==> src/rtl/decode_stage_if.sv <==
// Fetch/regfile/writeback/execute bundle for the RV32I decode stage.
// The slave modport is the decode stage; the master modport is its surroundings.
interface decode_stage_if;
  localparam int unsigned XLEN = 32;
  localparam int unsigned RAW  = 5;

  logic            flush_i;
  logic            if_valid_i;
  logic            if_ready_o;
  logic [XLEN-1:0] if_instr_i;
  logic [XLEN-1:0] if_pc_i;
  logic [RAW-1:0]  rs1_addr_o;
  logic [RAW-1:0]  rs2_addr_o;
  logic [XLEN-1:0] rs1_data_i;
  logic [XLEN-1:0] rs2_data_i;
  logic            wb_wr_en_i;
  logic [RAW-1:0]  wb_rd_addr_i;
  logic [XLEN-1:0] wb_wr_data_i;
  logic            ex_valid_o;
  logic            ex_ready_i;
  logic [XLEN-1:0] ex_pc_o;
  logic [XLEN-1:0] ex_rs1_data_o;
  logic [XLEN-1:0] ex_rs2_data_o;
  logic [XLEN-1:0] ex_imm_o;
  logic [RAW-1:0]  ex_rd_addr_o;
  logic [6:0]      ex_opcode_o;
  logic [2:0]      ex_funct3_o;
  logic            ex_funct7b5_o;
  logic            ex_reg_wr_o;
  logic            ex_illegal_o;

  modport slave (
    input  flush_i, if_valid_i, if_instr_i, if_pc_i, rs1_data_i, rs2_data_i,
           wb_wr_en_i, wb_rd_addr_i, wb_wr_data_i, ex_ready_i,
    output if_ready_o, rs1_addr_o, rs2_addr_o, ex_valid_o, ex_pc_o,
           ex_rs1_data_o, ex_rs2_data_o, ex_imm_o, ex_rd_addr_o, ex_opcode_o,
           ex_funct3_o, ex_funct7b5_o, ex_reg_wr_o, ex_illegal_o
  );

  modport master (
    output flush_i, if_valid_i, if_instr_i, if_pc_i, rs1_data_i, rs2_data_i,
           wb_wr_en_i, wb_rd_addr_i, wb_wr_data_i, ex_ready_i,
    input  if_ready_o, rs1_addr_o, rs2_addr_o, ex_valid_o, ex_pc_o,
           ex_rs1_data_o, ex_rs2_data_o, ex_imm_o, ex_rd_addr_o, ex_opcode_o,
           ex_funct3_o, ex_funct7b5_o, ex_reg_wr_o, ex_illegal_o
  );
endinterface

==> src/rtl/decode_stage.sv <==
// RV32I decode stage: register-file read, immediate generation, one payload
// register toward execute with valid/ready handshake.
// Optional macro DECODE_WB_BYPASS_EN: forward a same-cycle writeback into the
// operands instead of stalling one cycle.
module decode_stage (
  input logic           clk_i,
  input logic           rst_i,
  decode_stage_if.slave bus
);
  localparam int unsigned XLEN = 32;
  localparam int unsigned RAW  = 5;

  localparam logic [6:0] OPC_LOAD   = 7'b0000011;
  localparam logic [6:0] OPC_MISC   = 7'b0001111;
  localparam logic [6:0] OPC_OPIMM  = 7'b0010011;
  localparam logic [6:0] OPC_AUIPC  = 7'b0010111;
  localparam logic [6:0] OPC_STORE  = 7'b0100011;
  localparam logic [6:0] OPC_OP     = 7'b0110011;
  localparam logic [6:0] OPC_LUI    = 7'b0110111;
  localparam logic [6:0] OPC_BRANCH = 7'b1100011;
  localparam logic [6:0] OPC_JALR   = 7'b1100111;
  localparam logic [6:0] OPC_JAL    = 7'b1101111;
  localparam logic [6:0] OPC_SYSTEM = 7'b1110011;

  logic [XLEN-1:0] w_instr;
  logic [6:0]      w_opcode;
  logic [RAW-1:0]  w_rs1_addr;
  logic [RAW-1:0]  w_rs2_addr;
  logic [RAW-1:0]  w_rd_addr;
  logic            w_wb_hit1;
  logic            w_wb_hit2;
  logic            w_stall;
  logic [XLEN-1:0] w_rs1_val;
  logic [XLEN-1:0] w_rs2_val;
  logic            w_if_ready;
  logic            w_accept;
  logic [XLEN-1:0] w_imm;
  logic            w_writes_rd;
  logic            w_illegal;

  logic            r_ex_valid;
  logic [XLEN-1:0] r_pc;
  logic [XLEN-1:0] r_rs1;
  logic [XLEN-1:0] r_rs2;
  logic [XLEN-1:0] r_imm;
  logic [RAW-1:0]  r_rd;
  logic [6:0]      r_opcode;
  logic [2:0]      r_funct3;
  logic            r_funct7b5;
  logic            r_reg_wr;
  logic            r_illegal;

  assign w_instr    = bus.if_instr_i;
  assign w_opcode   = w_instr[6:0];
  assign w_rd_addr  = w_instr[11:7];
  assign w_rs1_addr = w_instr[19:15];
  assign w_rs2_addr = w_instr[24:20];

  assign bus.rs1_addr_o = w_rs1_addr;
  assign bus.rs2_addr_o = w_rs2_addr;

  // Writeback to a nonzero register that this instruction reads
  assign w_wb_hit1 = bus.wb_wr_en_i && (bus.wb_rd_addr_i != '0) && (bus.wb_rd_addr_i == w_rs1_addr);
  assign w_wb_hit2 = bus.wb_wr_en_i && (bus.wb_rd_addr_i != '0) && (bus.wb_rd_addr_i == w_rs2_addr);

`ifdef DECODE_WB_BYPASS_EN
  assign w_stall   = 1'b0;
  assign w_rs1_val = (w_rs1_addr == '0) ? '0 : (w_wb_hit1 ? bus.wb_wr_data_i : bus.rs1_data_i);
  assign w_rs2_val = (w_rs2_addr == '0) ? '0 : (w_wb_hit2 ? bus.wb_wr_data_i : bus.rs2_data_i);
`else
  logic w_unused_wb;
  assign w_unused_wb = ^bus.wb_wr_data_i;
  // Regfile read is not yet updated this cycle: wait one cycle for it
  assign w_stall   = w_wb_hit1 || w_wb_hit2;
  assign w_rs1_val = (w_rs1_addr == '0) ? '0 : bus.rs1_data_i;
  assign w_rs2_val = (w_rs2_addr == '0) ? '0 : bus.rs2_data_i;
`endif

  assign w_if_ready     = (!r_ex_valid || bus.ex_ready_i) && !w_stall && !bus.flush_i;
  assign w_accept       = bus.if_valid_i && w_if_ready;
  assign bus.if_ready_o = w_if_ready;

  // Immediate format, rd-write and legality by opcode
  always_comb begin
    w_imm       = '0;
    w_writes_rd = 1'b0;
    w_illegal   = 1'b0;
    case (w_opcode)
      OPC_LOAD, OPC_OPIMM, OPC_JALR: begin
        w_imm       = {{20{w_instr[31]}}, w_instr[31:20]};
        w_writes_rd = 1'b1;
      end
      OPC_SYSTEM: w_imm = {{20{w_instr[31]}}, w_instr[31:20]};
      OPC_STORE:  w_imm = {{20{w_instr[31]}}, w_instr[31:25], w_instr[11:7]};
      OPC_BRANCH: w_imm = {{19{w_instr[31]}}, w_instr[31], w_instr[7],
                           w_instr[30:25], w_instr[11:8], 1'b0};
      OPC_LUI, OPC_AUIPC: begin
        w_imm       = {w_instr[31:12], 12'h000};
        w_writes_rd = 1'b1;
      end
      OPC_JAL: begin
        w_imm       = {{11{w_instr[31]}}, w_instr[31], w_instr[19:12],
                       w_instr[20], w_instr[30:21], 1'b0};
        w_writes_rd = 1'b1;
      end
      OPC_OP:   w_writes_rd = 1'b1;
      OPC_MISC: w_writes_rd = 1'b0;
      default:  w_illegal   = 1'b1;
    endcase
  end

  // Execute-side valid: flush wins, then accept, then drain on ready
  always_ff @(posedge clk_i or posedge rst_i) begin
    if (rst_i) begin
      r_ex_valid <= 1'b0;
    end else if (bus.flush_i) begin
      r_ex_valid <= 1'b0;
    end else if (w_accept) begin
      r_ex_valid <= 1'b1;
    end else if (bus.ex_ready_i) begin
      r_ex_valid <= 1'b0;
    end
  end

  // Payload registers load only on accept, so they hold during back-pressure
  always_ff @(posedge clk_i or posedge rst_i) begin
    if (rst_i) begin
      r_pc       <= '0;
      r_rs1      <= '0;
      r_rs2      <= '0;
      r_imm      <= '0;
      r_rd       <= '0;
      r_opcode   <= '0;
      r_funct3   <= '0;
      r_funct7b5 <= 1'b0;
      r_reg_wr   <= 1'b0;
      r_illegal  <= 1'b0;
    end else if (w_accept) begin
      r_pc       <= bus.if_pc_i;
      r_rs1      <= w_rs1_val;
      r_rs2      <= w_rs2_val;
      r_imm      <= w_imm;
      r_rd       <= w_rd_addr;
      r_opcode   <= w_opcode;
      r_funct3   <= w_instr[14:12];
      r_funct7b5 <= w_instr[30];
      r_reg_wr   <= w_writes_rd && (w_rd_addr != '0);
      r_illegal  <= w_illegal;
    end
  end

  assign bus.ex_valid_o    = r_ex_valid;
  assign bus.ex_pc_o       = r_pc;
  assign bus.ex_rs1_data_o = r_rs1;
  assign bus.ex_rs2_data_o = r_rs2;
  assign bus.ex_imm_o      = r_imm;
  assign bus.ex_rd_addr_o  = r_rd;
  assign bus.ex_opcode_o   = r_opcode;
  assign bus.ex_funct3_o   = r_funct3;
  assign bus.ex_funct7b5_o = r_funct7b5;
  assign bus.ex_reg_wr_o   = r_reg_wr;
  assign bus.ex_illegal_o  = r_illegal;
endmodule

==> src/flat_wrapper.sv <==
// flat-port wrapper written by rule: the top's interface ports become plain ports
module decode_stage_flat 
  (clk_i, rst_i, bus_flush_i, bus_if_valid_i, bus_if_instr_i, bus_if_pc_i, bus_rs1_data_i, bus_rs2_data_i, bus_wb_wr_en_i, bus_wb_rd_addr_i, bus_wb_wr_data_i, bus_ex_ready_i, bus_if_ready_o, bus_rs1_addr_o, bus_rs2_addr_o, bus_ex_valid_o, bus_ex_pc_o, bus_ex_rs1_data_o, bus_ex_rs2_data_o, bus_ex_imm_o, bus_ex_rd_addr_o, bus_ex_opcode_o, bus_ex_funct3_o, bus_ex_funct7b5_o, bus_ex_reg_wr_o, bus_ex_illegal_o);
  decode_stage_if bus_i ();
  input logic clk_i;
  input logic rst_i;
  input wire logic [$bits(bus_i.flush_i)-1:0] bus_flush_i;
  input wire logic [$bits(bus_i.if_valid_i)-1:0] bus_if_valid_i;
  input wire logic [$bits(bus_i.if_instr_i)-1:0] bus_if_instr_i;
  input wire logic [$bits(bus_i.if_pc_i)-1:0] bus_if_pc_i;
  input wire logic [$bits(bus_i.rs1_data_i)-1:0] bus_rs1_data_i;
  input wire logic [$bits(bus_i.rs2_data_i)-1:0] bus_rs2_data_i;
  input wire logic [$bits(bus_i.wb_wr_en_i)-1:0] bus_wb_wr_en_i;
  input wire logic [$bits(bus_i.wb_rd_addr_i)-1:0] bus_wb_rd_addr_i;
  input wire logic [$bits(bus_i.wb_wr_data_i)-1:0] bus_wb_wr_data_i;
  input wire logic [$bits(bus_i.ex_ready_i)-1:0] bus_ex_ready_i;
  output wire logic [$bits(bus_i.if_ready_o)-1:0] bus_if_ready_o;
  output wire logic [$bits(bus_i.rs1_addr_o)-1:0] bus_rs1_addr_o;
  output wire logic [$bits(bus_i.rs2_addr_o)-1:0] bus_rs2_addr_o;
  output wire logic [$bits(bus_i.ex_valid_o)-1:0] bus_ex_valid_o;
  output wire logic [$bits(bus_i.ex_pc_o)-1:0] bus_ex_pc_o;
  output wire logic [$bits(bus_i.ex_rs1_data_o)-1:0] bus_ex_rs1_data_o;
  output wire logic [$bits(bus_i.ex_rs2_data_o)-1:0] bus_ex_rs2_data_o;
  output wire logic [$bits(bus_i.ex_imm_o)-1:0] bus_ex_imm_o;
  output wire logic [$bits(bus_i.ex_rd_addr_o)-1:0] bus_ex_rd_addr_o;
  output wire logic [$bits(bus_i.ex_opcode_o)-1:0] bus_ex_opcode_o;
  output wire logic [$bits(bus_i.ex_funct3_o)-1:0] bus_ex_funct3_o;
  output wire logic [$bits(bus_i.ex_funct7b5_o)-1:0] bus_ex_funct7b5_o;
  output wire logic [$bits(bus_i.ex_reg_wr_o)-1:0] bus_ex_reg_wr_o;
  output wire logic [$bits(bus_i.ex_illegal_o)-1:0] bus_ex_illegal_o;
  assign bus_i.flush_i = bus_flush_i;
  assign bus_i.if_valid_i = bus_if_valid_i;
  assign bus_i.if_instr_i = bus_if_instr_i;
  assign bus_i.if_pc_i = bus_if_pc_i;
  assign bus_i.rs1_data_i = bus_rs1_data_i;
  assign bus_i.rs2_data_i = bus_rs2_data_i;
  assign bus_i.wb_wr_en_i = bus_wb_wr_en_i;
  assign bus_i.wb_rd_addr_i = bus_wb_rd_addr_i;
  assign bus_i.wb_wr_data_i = bus_wb_wr_data_i;
  assign bus_i.ex_ready_i = bus_ex_ready_i;
  assign bus_if_ready_o = bus_i.if_ready_o;
  assign bus_rs1_addr_o = bus_i.rs1_addr_o;
  assign bus_rs2_addr_o = bus_i.rs2_addr_o;
  assign bus_ex_valid_o = bus_i.ex_valid_o;
  assign bus_ex_pc_o = bus_i.ex_pc_o;
  assign bus_ex_rs1_data_o = bus_i.ex_rs1_data_o;
  assign bus_ex_rs2_data_o = bus_i.ex_rs2_data_o;
  assign bus_ex_imm_o = bus_i.ex_imm_o;
  assign bus_ex_rd_addr_o = bus_i.ex_rd_addr_o;
  assign bus_ex_opcode_o = bus_i.ex_opcode_o;
  assign bus_ex_funct3_o = bus_i.ex_funct3_o;
  assign bus_ex_funct7b5_o = bus_i.ex_funct7b5_o;
  assign bus_ex_reg_wr_o = bus_i.ex_reg_wr_o;
  assign bus_ex_illegal_o = bus_i.ex_illegal_o;
  decode_stage u_core (.clk_i(clk_i), .rst_i(rst_i), .bus(bus_i));
endmodule
==> config.mk <==
export PLATFORM = sky130hd
export DESIGN_NAME = decode_stage_flat
export DESIGN_NICKNAME = d
export VERILOG_FILES = /design/src/rtl/decode_stage_if.sv /design/src/rtl/decode_stage.sv /design/src/flat_wrapper.sv
export SDC_FILE = /design/constraint.sdc
export NUM_CORES = 1
export LEC_CHECK = 0
export BUFFER_PORTS_ARGS = -buffer_cell sky130_fd_sc_hd__buf_4
export CORE_MARGIN = 5
export CORE_UTILIZATION = 35
export CTS_CLUSTER_DIAMETER = 60
export DETAILED_ROUTE_END_ITERATION = 7
export SYNTH_ARGS = -nofsm -noshare
export SYNTH_HDL_FRONTEND = slang
export SYNTH_SLANG_ARGS = --single-unit
export TNS_END_PERCENT = 10
==> constraint.sdc <==
create_clock -name clk_i -period 5.42 [get_ports clk_i]
set_clock_uncertainty 0.15 [all_clocks]
set_input_delay 0.271 -clock clk_i [delete_from_list [all_inputs] [get_ports clk_i]]
set_output_delay 0.271 -clock clk_i [all_outputs]
set_load 0.005 [all_outputs]
==> out/qor.csv, run 1 <==
stage,metric,value,unit
status,status,completed,
synthesis,Compound-Gate Fraction of Synth Area,5.15,%
floorplan,Die Wd,148,um
cts,H-tree depth,4,
layout,diodes inserted,0,
routing,final wirelength,19.6,mm
layout,Layout area overhead,51.8,%
global_routing,initial antenna violation count,0,
global_routing,met1 Track Usage GR,20.7,%
global_routing,grt peak-use layer,met2,
floorplan,core area,0.0187,mm^2
synthesis,Synth top cells by count,"dfrtp_1 (147), mux2_2 (103), nor2b_1 (68)",
routing,DR vias,5313,
routing,Avg Vias per Cell,4.82,
sta,period utilisation layout,52.1,%
synthesis,Synth Register Bits,147,
global_routing,largest net degree at the start of global routing,92,
cts,TritonCTS clock tree,done,
synthesis,share of the synthesized area in the top cell type,55.2,%
synthesis,sequential fraction of the synthesis area,55.2,%
routing,DRT Pass-1 Iters,4,
critical_path,CP Launch Type,input port,
worst_hold_path,min-delay worst type,in2reg,
cts,"Reg clk slew, reported paths",0.06,ns
synthesis,most common cell in the synthesized netlist,dfrtp_1,
synthesis,Mapped Nets,693,
power_and_ir_drop,total chip power,3.28,mW
sta,Fin. Hold Viols,0,
power_and_ir_drop,P_sw,0.836,mW
placed_design,IO buf count,296,
global_routing,vias in the first global route,5820,
synthesis,largest family of logic cells by synthesized area,multiplexers,
power_and_ir_drop,Clk pwr share,36.4,%
synthesis,Synth area leaders,"dfrtp_1 (55%), mux2_2 (17%), nor2b_1 (6.4%)",
cts,# Post-CTS Setup Buffers,0,
power_and_ir_drop,leak pwr,4.81,nW
synthesis,cell area after synthesis,0.00666,mm^2
sta,post-layout minimum cycle time,2.83,ns
floorplan,DIE AREA,0.0219,mm^2
synthesis,"EDFF count, synth",0,
routing,"antenna viol nets, final",0,
global_routing,met3 usage,6.77,%
synthesis,YS warnings,0,
power_and_ir_drop,sequential share of power,41.5,%
routing,Residual DRC,0,
floorplan,Starting Density,35.6,%
sta,Slew HR,38.1,%
power_and_ir_drop,combinational fraction of design power,22.1,%
synthesis,top_reg_cell synth,dfrtp_1,
synthesis,Post-Synth Simple-Gate Area,10.5,%
synthesis,number of distinct library cells after synthesis,40,
floorplan,Die Ht,148,um
cts,Num CTS Buffers,17,
sta,Worst-Margin Slew,0.927,ns
cts,CTS Buffer Depth,2,
floorplan,# IOs,329,
global_routing,GRT Util Overall,17.7,%
sta,maximum clock rate,0.354,GHz
layout,Fill cells,1642,
routing,drt initial violations,200,
critical_path,kind of critical path,in2reg,
global_routing,first-pass GRT wire length,31.1,mm
synthesis,asr flop ratio synth,100,%
power_and_ir_drop,Pwr Density,324,mW/mm^2
sta,RSZ-0062 raised after global routing,no,
synthesis,synthesized instance count,522,
cts,Root Buffer,clkbuf_16,
critical_path,Crit. End Element,flip-flop,
layout,Nets,1027,
layout,share of cells above drive strength 1,50.9,%
cts,Clock Latency Late Sink,0.41,ns
critical_path,Crit path arrival time,2.96,ns
power_and_ir_drop,Worst VDD drop,0.212,mV
global_routing,met2 usage,29.8,%
synthesis,Mean Syn Cell Area,12.8,um^2
routing,WL per Instance,17.7,um
sta,Final Max Tran Viols,0,
synthesis,post-synthesis xor/xnor area fraction,1.45,%
sta,"Setup violations, final",0,
power_and_ir_drop,P_int,2.44,mW
synthesis,Synth Area in Adders,0,%
power_and_ir_drop,Sw Share,25.5,%
floorplan,Core Rows,50,
job,Max Cap Viol,0,
critical_path,WP data required,5.56,ns
synthesis,largest area contributor in the netlist,dfrtp_1,
synthesis,mux share of post-synthesis cell area,23.3,%
placed_design,gpl congestion,0.834,
sta,setup TNS,0,ns
placed_design,dpl hpwl,14.2,mm
cts,Sink Count,147,
critical_path,crit path max fanout,61,
global_routing,gr ovfl total,0,
state kept, by name (all words and copies together), names as in the netlist:
name and count:
u_core.bus.ex_funct3_o 3, u_core.bus.ex_funct7b5_o 1, u_core.bus.ex_illegal_o 1, u_core.bus.ex_imm_o 32
u_core.bus.ex_opcode_o 7, u_core.bus.ex_pc_o 32, u_core.bus.ex_rd_addr_o 5, u_core.bus.ex_reg_wr_o 1
u_core.bus.ex_rs1_data_o 32, u_core.bus.ex_rs2_data_o 32, u_core.bus.ex_valid_o 1
critical path: stages:
cell           delay, ns
dlygate4sd3_1       0.53
buf_4               0.14
inv_1               0.06
and3_1              0.23
a21boi_4            0.55
buf_4               0.71
mux2_2              0.42
timing repair:
action,CTS,global route
gates resized for setup,0,0
hold endpoints to repair,141,0
hold buffers,51,0
routing by layer:
metal  wire length [um]  vias up
met5                  0        -
met4                502        0
met3               1670       34
met2               9770      197
met1               7620     2611
li1                   -     2471
logic make-up (layout without fill, tap and decap cells):
logic type | count (synthesis) | count (layout)
DFF | 147 | 147
muxes | 139 | 139
and+or+nand+nor | 124 | 124
buffers and inverters | 51 | 398
AOI/OAI and AO/OA | 50 | 50
xor gates and xnor gates | 11 | 11
cell type report:
class	instances	area (um^2)	area share [%]
Clock buffer	19	453	4.48
Clock inverter	13	148	1.46
Inverter	13	53.8	0.532
Multi-Input combinational cell	324	2710	26.8
Sequential cell	147	3680	36.4
Tap cell	234	293	2.90
Timing Repair Buffer	353	2780	27.5
cells in the final DEF (no fill, tap or decap), types with 5 or more instances in the layout:
cell	instances
buf_4	302
dfrtp_1	147
mux2_2	103
nor2b_1	68
dlygate4sd3_1	51
nand2_1	29
mux2_1	26
clkbuf_16	17
a21oi_1	13
inv_1	12
xnor2_1	10
mux2i_1	10
o21ai_0	7
a22o_1	6
nand3_1	5
a22oi_1	5
power groups by stage:
stage               Sequential, mW  Combinational, mW  Clock (mW)
CTS                           1.36              0.737        1.23
global route                  1.38              0.786        1.28
detailed placement            1.38              0.706           0
finish                        1.36              0.723        1.19
floorplan                     1.38              0.261           0
global placement              1.37              0.690           0
worst paths after layout:
check | cells past startpoint | to | startpoint | slack, ns
max | 7 | u_core.bus.ex_pc_o[29] | bus_flush_i | 2.59
min | 3 | u_core.bus.ex_rs2_data_o[13] | bus_rs2_data_i[13] | 0.04
max reg2reg | 5 | u_core.bus.ex_pc_o[29] | u_core.bus.ex_valid_o | 2.67
min reg2reg | 1 | u_core.bus.ex_imm_o[11] | u_core.bus.ex_imm_o[11] | 0.34
max in group asynchronous | 4 | u_core.bus.ex_pc_o[17] | rst_i | 3.38
min in group asynchronous | 3 | u_core.bus.ex_pc_o[25] | rst_i | 0.44
metrics by stage:
stage	cell area (um^2)	setup slack [ns]	hold slack, ns	utilization [%]	cells
4_1_cts	10100	2.61	0.0186	54.0	1103
3_3_place_gp	9000	2.30	0.281	48.1	1020
5_1_grt	10100	2.47	0.0255	54.0	1103
6_report	10100	2.59	0.0418	54.0	1103
2_1_floorplan	6660	1.05	0.184	-	522
3_5_place_dp	9000	2.26	0.285	48.1	1020
Note: power is estimated with default switching activity, not from simulation.
==> inputs of run 2 (changes only) <==
==> constraint.sdc (replaced) <==
create_clock -name clk_i -period 2.7 [get_ports clk_i]
set_clock_uncertainty 0.15 [all_clocks]
set_input_delay 0.135 -clock clk_i [delete_from_list [all_inputs] [get_ports clk_i]]
set_output_delay 0.135 -clock clk_i [all_outputs]
set_load 0.005 [all_outputs]
==> run 2 against run 1 <==
Critical path type unchanged; register-to-register slack worse by 2.1 ns; final cell count up 7.5%; sequential power up 100%; utilization up 4.8 points; critical path depth up 1; total power up 110%; setup slack worse by 2.3 ns; combinational power up 120%; first-iteration DRC count up 12%.
==> out/qor.csv, run 2 (synthesis gave the netlist of run 1 again) <==
stage,metric,value,unit,change
status,status,completed,,unchanged
power_and_ir_drop,Clk pwr share,37.8,%,was 36.4%
sta,"Setup violations, final",0,,unchanged
routing,drt initial violations,224,,was 200
placed_design,gpl congestion,0.831,,was 0.834
layout,"commonest non-fill, non-tap cell in the layout",buf_4,,unchanged
power_and_ir_drop,combinational fraction of design power,22.6,%,was 22.1%
worst_hold_path,min-delay worst type,in2reg,,unchanged
layout,Nets,1109,,was 1027
floorplan,# IOs,329,,unchanged
power_and_ir_drop,leak pwr,5.19,nW,was 4.81 nW
floorplan,Die Wd,148,um,unchanged
sta,RSZ-0062 raised after global routing,no,,unchanged
placed_design,Placed Cells incl. Taps,1022,,was 1020
critical_path,kind of critical path,in2reg,,unchanged
sta,setup TNS,0,ns,unchanged
cts,H-tree depth,4,,unchanged
cts,"Reg clk slew, reported paths",0.06,ns,about the same
floorplan,DIE AREA,0.0219,mm^2,unchanged
sta,post-layout minimum cycle time,2.37,ns,
sta,maximum clock rate,0.422,GHz,
critical_path,crit path max fanout,13,,was 61
routing,DRT Pass-1 Iters,4,,unchanged
cts,# Post-CTS Setup Buffers,0,,unchanged
placed_design,IO buf count,296,,unchanged
layout,Fill cells,1496,,was 1642
critical_path,CP Launch Type,input port,,unchanged
routing,"antenna viol nets, final",0,,unchanged
power_and_ir_drop,sequential share of power,39.6,%,was 41.5%
power_and_ir_drop,P_sw,1.70,mW,was 0.836 mW
global_routing,gr ovfl total,0,,unchanged
critical_path,WP data required,2.85,ns,was 5.56 ns
layout,"commonest non-fill, non-tap cells in the layout","buf_4 (301), dfrtp_1 (147), dlygate4sd3_1 (131)",,"was buf_4 (302), dfrtp_1 (147), mux2_2 (103)"
floorplan,Starting Density,35.6,%,unchanged
power_and_ir_drop,total chip power,6.92,mW,was 3.28 mW
floorplan,core area,0.0187,mm^2,unchanged
cts,CTS Buffer Depth,2,,unchanged
routing,final wirelength,20.4,mm,was 19.6 mm
layout,share of cells above drive strength 1,46.5,%,was 50.9%
global_routing,first-pass GRT wire length,32.9,mm,was 31.1 mm
cts,Root Buffer,clkbuf_16,,unchanged
global_routing,largest net degree at the start of global routing,89,,was 92
routing,Residual DRC,0,,unchanged
cts,Sink Count,147,,unchanged
routing,DR vias,5679,,was 5313
cts,TritonCTS clock tree,done,,unchanged
routing,Avg Vias per Cell,4.79,,was 4.82
global_routing,GRT Util Overall,18.6,%,was 17.7%
power_and_ir_drop,P_int,5.23,mW,was 2.44 mW
power_and_ir_drop,Sw Share,24.5,%,was 25.5%
global_routing,vias in the first global route,6276,,was 5820
floorplan,Die Ht,148,um,unchanged
sta,Slew HR,49.1,%,was 38.1%
critical_path,Crit path arrival time,2.52,ns,was 2.96 ns
placed_design,dpl hpwl,14.0,mm,was 14.2 mm
cts,Clock Latency Late Sink,0.41,ns,about the same
cts,Num CTS Buffers,17,,unchanged
power_and_ir_drop,Pwr Density,629,mW/mm^2,was 324 mW/mm^2
cts,CTS resizes,0,,unchanged
floorplan,Core Rows,50,,unchanged
sta,Worst-Margin Slew,0.764,ns,was 0.927 ns
sta,Fin. Hold Viols,0,,unchanged
global_routing,initial antenna violation count,1,,was 0
sta,period utilisation layout,87.8,%,
layout,final cell count without fillers,1186,,was 1103
critical_path,Crit. End Element,flip-flop,,unchanged
power_and_ir_drop,Worst VDD drop,0.416,mV,was 0.212 mV
layout,Layout area overhead,65.4,%,was 51.8%
job,Max Cap Viol,0,,unchanged
routing,WL per Instance,17.2,um,was 17.7 um
sta,Final Max Tran Viols,0,,unchanged
sta,Hold Worst Slack,0.201,ns,was 0.0418 ns
-- run 2: cell count changes in the layout (fill, tap and decap cells not counted) --
cell / delta
clkinv_4: -2
buf_12: +3
inv_6: -1
buf_4: -1
dlygate4sd3_1: +80
inv_8: -1
bufinv_16: +3
clkbuf_1: +2
diode_2: +1
clkbuf_8: -1
-- run 2: layout make-up --
type                            instances  area (um^2)  area share, %
Antenna cell                            1         2.50         0.0227
Clock buffer                           20          447           4.06
Clock inverter                         12          201           1.83
Inverter                               13         52.6          0.477
Multi-Input combinational cell        324         2710           24.6
Sequential cell                       147         3680           33.4
Tap cell                              234          293           2.66
Timing Repair Buffer                  435         3630           33.0
-- run 2: through the flow --
| stage | cell area (um^2) | utilization (%) | setup WS, ns |
|---|---|---|---|
| final | 11000 | 58.9 | 0.328 |
| after global routing | 11000 | 58.9 | 0.186 |
| after CTS | 11000 | 58.9 | 0.348 |
| after detailed placement | 9050 | 48.4 | 0.311 |
| after global placement | 9050 | 48.4 | 0.365 |
| after floorplan | 6660 | - | 0.568 |
-- run 2: worst paths after layout --
path                       slack (ns)  depth (start not counted)                    startpoint                            to
setup reg to reg                 0.53                          5         u_core.bus.ex_valid_o        u_core.bus.ex_pc_o[26]
min in group asynchronous        0.25                          4                         rst_i  u_core.bus.ex_rs2_data_o[20]
hold reg to reg                  0.34                          1  u_core.bus.ex_rs2_data_o[27]  u_core.bus.ex_rs2_data_o[27]
setup / recovery                 0.33                          8            bus_if_instr_i[19]     u_core.bus.ex_funct3_o[0]
max in group asynchronous        1.46                          4                         rst_i        u_core.bus.ex_pc_o[22]
hold / removal                   0.20                          4                bus_if_valid_i        u_core.bus.ex_imm_o[1]
-- run 2: critical path, stage by stage --
cell,delay [ns]
dlygate4sd3_1,0.54
buf_4,0.16
xnor2_1,0.14
nand3_1,0.12
o22a_1,0.27
o21ai_2,0.50
buf_4,0.30
mux2_2,0.35
-- run 2: timing repair --
item,4_1_cts,5_1_grt
endpoints found under the hold margin,291,0
hold buffers,131,0
endpoints found under the setup margin,0,0
-- run 2: routing by layer --
metal  up-vias  wire, um  GRT usage [%]
met5         -         0              0
met4         0       444           6.24
met3        35      1700           7.05
met2       220     10200           32.1
met1      2789      8080           21.4
li1       2635         -              -
-- run 2: power by group through the flow --
stage	combinational (mW)	clock, mW	sequential [mW]
after floorplan	0.525	0	2.78
after global placement	1.39	0	2.75
after detailed placement	1.43	0	2.77
after CTS	1.59	2.68	2.74
after global routing	1.70	2.78	2.78
final	1.56	2.62	2.74
